File: config.mk
export PLATFORM = sky130hd
export DESIGN_NAME = seq_multiplier
export DESIGN_NICKNAME = d
export VERILOG_FILES = /design/src/rtl/mult_pkg.sv /design/src/rtl/seq_multiplier.sv
export SDC_FILE = /design/constraint.sdc
export NUM_CORES = 1
export LEC_CHECK = 0
export CORE_MARGIN = 8
export CORE_UTILIZATION = 30
export CTS_CLUSTER_DIAMETER = 150
export DETAILED_ROUTE_END_ITERATION = 6
export MAX_ROUTING_LAYER = met4
export PLACE_DENSITY_LB_ADDON = 0.2
export SLEW_MARGIN = 20
export SYNTH_ARGS = -nofsm -noshare
export SYNTH_HDL_FRONTEND = slang
export SYNTH_SLANG_ARGS = --single-unit
File: constraint.sdc
create_clock -name clk -period 10.7 [get_ports clk]
set_clock_uncertainty 0.2 [all_clocks]
set_input_delay 2.14 -clock clk [delete_from_list [all_inputs] [get_ports clk]]
set_output_delay 2.14 -clock clk [all_outputs]
set_load 0.05 [all_outputs]
File: src/rtl/mult_pkg.sv
// Shared types and constants for the sequential shift-add multiplier.
package mult_pkg;

   localparam int MULT_WIDTH = 32;

   typedef enum logic [1:0] {
      IDLE = 2'd0,
      RUN  = 2'd1,
      DONE = 2'd2
   } state_t;

endpackage

File: src/rtl/seq_multiplier.sv
// Shift-add multiplier: one multiplier bit per cycle, fixed WIDTH+1 latency.
// Define SEQ_MULTIPLIER_SIGNED_EN for two's complement operands and product.
module seq_multiplier
   import mult_pkg::*;
#(
   parameter int WIDTH = MULT_WIDTH
) (
   input  logic               clk,
   input  logic               rst,
   input  logic               start,
   input  logic [WIDTH-1:0]   multiplicand,
   input  logic [WIDTH-1:0]   multiplier,
   output logic [2*WIDTH-1:0] product,
   output logic               busy,
   output logic               done,
   output state_t             dbg_state
);

   // Handshake: start is taken only on a clock edge where the FSM is IDLE
   // (busy low); done pulses for one cycle with product valid, and product
   // then holds until the next operation completes.

   localparam int             CW   = $clog2(WIDTH) + 1;
   localparam logic [CW-1:0]  LAST = CW'(WIDTH - 1);

   state_t               r_state;
   logic [2*WIDTH-1:0]   r_mcand;
   logic [WIDTH-1:0]     r_mplier;
   logic [2*WIDTH-1:0]   r_acc;
   logic [CW-1:0]        r_cnt;
   logic [2*WIDTH-1:0]   r_product;
   logic                 r_busy;
   logic                 r_done;

   logic [WIDTH-1:0]     w_a_mag;
   logic [WIDTH-1:0]     w_b_mag;
   logic [2*WIDTH-1:0]   w_result;

`ifdef SEQ_MULTIPLIER_SIGNED_EN
   logic                 r_neg;

   // Magnitude of the most negative value still fits in WIDTH unsigned bits.
   assign w_a_mag  = multiplicand[WIDTH-1] ? (~multiplicand + 1'b1) : multiplicand;
   assign w_b_mag  = multiplier[WIDTH-1]   ? (~multiplier + 1'b1)   : multiplier;
   assign w_result = r_neg ? (~r_acc + 1'b1) : r_acc;

   always_ff @(posedge clk or posedge rst) begin
      if (rst) begin
         r_neg <= 1'b0;
      end else if (r_state == IDLE && start) begin
         r_neg <= multiplicand[WIDTH-1] ^ multiplier[WIDTH-1];
      end
   end
`else
   assign w_a_mag  = multiplicand;
   assign w_b_mag  = multiplier;
   assign w_result = r_acc;
`endif

   always_ff @(posedge clk or posedge rst) begin
      if (rst) begin
         r_state   <= IDLE;
         r_mcand   <= '0;
         r_mplier  <= '0;
         r_acc     <= '0;
         r_cnt     <= '0;
         r_product <= '0;
         r_busy    <= 1'b0;
         r_done    <= 1'b0;
      end else begin
         r_done <= 1'b0;
         case (r_state)
            IDLE: begin
               if (start) begin
                  r_mcand  <= {{WIDTH{1'b0}}, w_a_mag};
                  r_mplier <= w_b_mag;
                  r_acc    <= '0;
                  r_cnt    <= '0;
                  r_busy   <= 1'b1;
                  r_state  <= RUN;
               end
            end
            RUN: begin
               if (r_mplier[0]) begin
                  r_acc <= r_acc + r_mcand;
               end
               r_mcand  <= r_mcand << 1;
               r_mplier <= r_mplier >> 1;
               r_cnt    <= r_cnt + 1'b1;
               if (r_cnt == LAST) begin
                  r_state <= DONE;
               end
            end
            DONE: begin
               r_product <= w_result;
               r_done    <= 1'b1;
               r_busy    <= 1'b0;
               r_state   <= IDLE;
            end
            default: begin
               r_busy  <= 1'b0;
               r_state <= IDLE;
            end
         endcase
      end
   end

   assign product   = r_product;
   assign busy      = r_busy;
   assign done      = r_done;
   assign dbg_state = r_state;

endmodule
==> flow_summary.toml <==
[outcome]
outcome = "completed"

[detailed_routing]
drt_iter0_drc = 501
dr.pass1.iters = 4
routed_wl_mm = 34.32
vias_per_cell = 4.960
vias = 10510
drc_errors = 0
wl_per_cell_microns = 16.19
antenna_left = 0

[place]
dpl_cell_area_sq_um = 14380
port_buffers = 134
dp.cells = 2066
routabilityCongestion = 0.8493
hpwlAfterDp_mm = 23.20
post-place-ws_ps = 6087

[final_layout]
synthToLayoutAreaGrowth_pct = 22.98
fillCellCount = 4278
nets = 1690
drive_gt1_frac = 0.06016
final_util = 0.3710
design_area_sq_um = 15420
instances_no_fill = 2119

[worst_setup_path]
cp_slowest_cell = "clkdlybuf4s50_1"
path_delay_family = "buffers and inverters"
crit_arrival_ps = 1920
crit_chain = "clkdlybuf4s50_1"
timing.critical_path.slowest_cell_delay_ps = 870
start_kind = "register"
endpoint_kind = "output port"
worstPathRequired_ps = 8360
criticalPathCategory = "register to output port"
worstPathMaxFanout = 6
cp_num_buf_inv = 1

[power]
pwr_density_cell_nw_per_um2 = 288.1
ir_drop_mv = 0.1495
p_leak_uw = 0.006773

[sta]
layout_min_cycle_time_ps = 4263
setup_ws_ps = 6437
final-setup-viol-count = 0
worst_pin_slew_ps = 943.0
fmax_mhz = 234.6
fin_crit_sh = 0.3984
grt_setup_unrepaired = "false"
slew_violations = 0
finalSetupTns_ps = 0
timing.slew.headroom = 0.3714
final_hold_viol_count = 0

[clock_network]
htreeDepth = 1
clk_path_buf_depth = 3
numCtsBuffers = 29
hold_buffers = 0
cts_resized = 0
post-cts-setup-buffers = 0
cts.sinks = 234
clk_pin_slew_ps = 60
clkLatencyLatePin_ps = 560
cts_root_buffer = "clkbuf_16"
cts_tree = "yes"

[synth]
synthTopCellsByArea = "dfrtp_1 (47%), nand2_1 (11%), ha_1 (6.4%)"
yosys_register_bits = 234
synthDistinctLibCells = 72
yosysWarningCount = 0
synth_top_area_share = 0.4669
avgSynthCellArea_sq_um = 8.602
yosys.area.top_type = "dfrtp_1"
synth_area_sq_um = 12540
syn_inst = 1458
synthFlopType = "dfrtp_1"
yosysSeqAreaShare = 0.4669
yosysMostFrequentCell = "nand2_1"
synth_edf_count = 0
synthArstFlopShare = 1.000
synth_common_cells = "nand2_1 (364), dfrtp_1 (234), nor2_1 (152)"
synth_nets = 1590

[global_routing]
antenna_found_initial = 1
grt_pass1_vias = 10670
grt_overflow_total = 0
grt_pass1_wl_mm = 56.85
grt_max_degree = 133
globalRouteTotalUtil = 0.1463

[die]
io_pins = 135
num_rows = 75
die_area_sq_um = 48600
die_h_microns = 220.5
die_x_microns = 220.5
core_sq_um = 41570
start_util = 0.3017

[flow_run]
drv_cap = 0

[hold_path]
hold_class = "register to register"
layer usage:
layer  GRT usage  wire length, microns
met5           -                     0
met4     0.03917                   692
met3     0.02283                  1454
met2      0.2310                 15620
met1      0.1943                 16550
metrics by stage:
stage	hold slack, ps	power, uW
after detailed placement	261.6	3394
final	269.6	4445
after global placement	259.7	3374
after CTS	275.6	4485
after global routing	288.1	4813
after floorplan	244.8	2914
flip-flops by register name (all words and copies together), names as in the netlist:
name	flops
busy	1
dbg_state	2
done	1
product	64
r_acc	64
r_cnt	6
r_mcand	64
r_mplier	32
power breakdown:
part | switching (uW) | internal [uW] | leakage (uW) | total [uW]
Clock | 394 | 666 | 0.000513 | 1060
Sequential | 217 | 1150 | 0.00273 | 1360
Combinational | 1190 | 829 | 0.00353 | 2020
Total | 1800 | 2640 | 0.00677 | 4440
placed cells by master (no fill, tap or decap), types with 5 or more instances in the layout:
| cell type | n |
|---|---|
| a32o_1 | 5 |
| nor3_1 | 13 |
| o21a_1 | 6 |
| and2_1 | 8 |
| a22o_1 | 5 |
| buf_4 | 11 |
| a21oi_2 | 6 |
| ha_1 | 64 |
| nand2b_1 | 7 |
| o21bai_1 | 11 |
| clkbuf_8 | 11 |
| nand4_1 | 18 |
| xnor2_1 | 30 |
| o21ai_1 | 11 |
| nand2_1 | 362 |
| o21ai_0 | 125 |
| o22ai_1 | 62 |
| xor2_1 | 21 |
| inv_1 | 28 |
| and3_1 | 7 |
| a21o_1 | 25 |
| nor2b_1 | 12 |
| or3_1 | 5 |
| nand3_1 | 20 |
| dfrtp_1 | 234 |
| a21oi_1 | 65 |
| nor2_1 | 151 |
| clkbuf_16 | 29 |
| o211ai_1 | 8 |
| a211oi_1 | 5 |
| clkdlybuf4s50_1 | 134 |
layout make-up:
| type | count | area, sq um | area share |
|---|---|---|---|
| diodes | 1 | 2.502 | 0.0001622 |
| clock buffers | 43 | 888.4 | 0.05759 |
| clock inverters | 9 | 155.1 | 0.01006 |
| inverters | 30 | 120.1 | 0.007787 |
| multi-input cells | 1117 | 6294 | 0.4080 |
| flip-flops and latches | 234 | 5856 | 0.3796 |
| well taps | 539 | 674.4 | 0.04372 |
| repair buffers | 146 | 1435 | 0.09304 |
path summary, 6_finish.rpt:
path	startpoint	slack, ps	depth (start not counted)	to
max	dbg_state[1]$_DFFE_PP0P_	6440	1	dbg_state[1]
max reg2reg	r_acc[4]$_DFFE_PP0P_	6770	12	r_acc[63]$_DFFE_PP0P_
min in group asynchronous	rst	1980	2	r_mplier[8]$_DFFE_PP0P_
min reg2reg	product[41]$_DFFE_PP0P_	270	2	product[41]$_DFFE_PP0P_
max in group asynchronous	rst	6950	3	product[30]$_DFFE_PP0P_
min	product[41]$_DFFE_PP0P_	270	2	product[41]$_DFFE_PP0P_
cell families after synthesis:
group,count (synthesis),synth area share
and+or+nand+nor,619,0.2035
xor gates and xnor gates,51,0.03561
muxes,5,0.004090
AOI/OAI and AO/OA,377,0.1911
buffers and inverters,107,0.03332
DFF,234,0.4669
adders and majority gates,65,0.06544
Note: power is estimated with default switching activity, not from simulation.
==> patch, RTL diff (config.mk and constraints unchanged) <==
Build with the macro `SEQ_MULTIPLIER_SIGNED_EN` defined.
--- a/src/rtl/seq_multiplier.sv
+++ b/src/rtl/seq_multiplier.sv
@@ -1,5 +1,7 @@
 // Shift-add multiplier: one multiplier bit per cycle, fixed WIDTH+1 latency.
 // Define SEQ_MULTIPLIER_SIGNED_EN for two's complement operands and product.
+`define SEQ_MULTIPLIER_SIGNED_EN
+
 module seq_multiplier
    import mult_pkg::*;
 #(
Behaviour: same outputs for any inputs over 10 cycles, from zero or initial values and one cycle with rst high; that may be too few to reach the edited logic, so the function may still have changed.
==> patch against the original RTL <==
  * Die area grew 17%
  * Critical path depth grew 8
  * Count of clock-buffer cells in the layout shrank 6
  * Sequential power grew 21%
  * Synthesized area grew 18%
  * Global-route usage grew 0.41 points
  * Worst setup slack lost 0.67 ns
  * Clock power shrank 15%
  * Sequential cell count grew 1
  * Routed wire length grew 23%
  * First-iteration DRC count grew 53%
  * Total power grew 19%
  * Cell area grew 14%
  * Critical endpoint is now r_mplier[29]
==> patch: results (changes against the original RTL) <==
initial antenna violation count = 0 (-1)
grt met1 use = 0.216 (+0.0216)
largest net degree at the start of global routing = 130 (-2.3%)
drt via density = 5.18 (+4.5%)
share of post-route cells with drive strength above 1 = 0.0555 (-0.00470)
syn nets = 1790 (+13%)
grt met3 use = 0.0225 (-0.000330)
Inst Count DP = 2365 (+14%)
register area share after synthesis = 0.398 (-0.0692)
Total Nets Final = 1867 (+10%)
Leak Pwr = 7.43 nW (+9.7%)
status = completed
global-route wire length before repair = 68900 µm (+21%)
crit-path max cell delay = 0.58 ns (-0.29 ns)
DR pass1 iterations = 5 (+1)
Worst path top cell family by delay = simple AND/OR/NAND/NOR gates
WL final = 42300 µm (+23%)
number of fillers in the final layout = 5079 (+19%)
synth cell count leaders = 243 x o21ai_0, 235 x dfrtp_1, 224 x nand2_1
Critical Path Fanout Max = 4 (-2)
Max VDD drop = 137 µV (-8.7%)
Worst Path Arrival = 5.14 ns (+3.22 ns)
top cells by area, synth = dfrtp_1 40%, o21ai_0 8.2%, xor2_1 6.9%, nand2_1 5.7%, ha_1 5.7%
Total GRT Usage = 0.150 (+0.00410)
Post-Syn Instances = 1655 (+14%)
1st-iter DRT viols = 767 (+53%)
cts bufs inserted = 28 (-3.4%)
dpl hpwl = 30800 µm (+33%)
antenna cell count = 0 (-1)
[patch: changes by cell type in the layout (fill, tap and decap cells not counted), sizes merged, moves of 17 or more]
cell	change
o41ai	+17
nor2	-109
o22ai	-27
a21oi	+23
o31ai	+34
xor2	+95
a22o	+34
or3	+18
a22oi	+44
o21ai	+127
nand2	-140
xnor2	+36
[patch: kinds of logic (layout without fill, tap and decap cells)]
kind of cell | count (synthesis) | in the layout | synth area share
XOR/XNOR | 182 | 182 | 0.108
flip-flops | 235 | 235 | 0.398
multiplexers | 5 | 5 | 0.00338
AND/OR/NAND/NOR | 413 | 413 | 0.137
AO/OA/AOI/OAI | 624 | 624 | 0.264
buffers and inverters | 128 | 222 | 0.0325
adder cells (fa/ha/maj) | 68 | 68 | 0.0580
[patch: area by class of cell]
type | instances | area, µm² | area share
sequential | 235 | 5880 | 0.334
clock buffer | 37 | 785 | 0.0446
tap | 664 | 831 | 0.0472
clock inverter | 10 | 72.6 | 0.00412
multi-input combinational | 1292 | 8460 | 0.481
inverter | 30 | 120 | 0.00682
timing repair buffer | 145 | 1450 | 0.0822
[patch: worst paths after layout]
check / start / end / slack (ns) / depth (start not counted)
setup reg to reg: r_mcand[0] / r_acc[60] / 6.45 / 14
setup / recovery: multiplier[10] / r_mplier[29] / 5.77 / 9
min in group asynchronous: rst / product[30] / 1.84 / 2
max in group asynchronous: rst / r_mplier[12] / 7.04 / 3
hold / removal: product[7] / product[7] / 0.27 / 2
hold reg to reg: product[7] / product[7] / 0.27 / 2
[patch: through the flow]
stage	cell area (µm²)	worst slack, ns
final	17600	5.77
after global routing	17600	5.65
after CTS	17600	5.80
after detailed placement	16700	5.20
after global placement	16700	5.18
after floorplan	14800	1.91
[patch: report_power, final]
group,switching [W],internal (W)
logic,0.00167,0.00110
registers,0.000425,0.00121
clock network,0.000390,0.000512
[patch: tightest hold or removal path, delay by kind of cell (launching register included)]
kind	cells	cell delay, ns
simple gates	1	0.04
flops	1	0.34
compound gates	1	0.06
[patch: metal layers]
metal	routed length [µm]	up-vias
met3	1880	44
met1	21600	6018
met5	0	-
met4	672	0
li1	-	6195
met2	18200	249
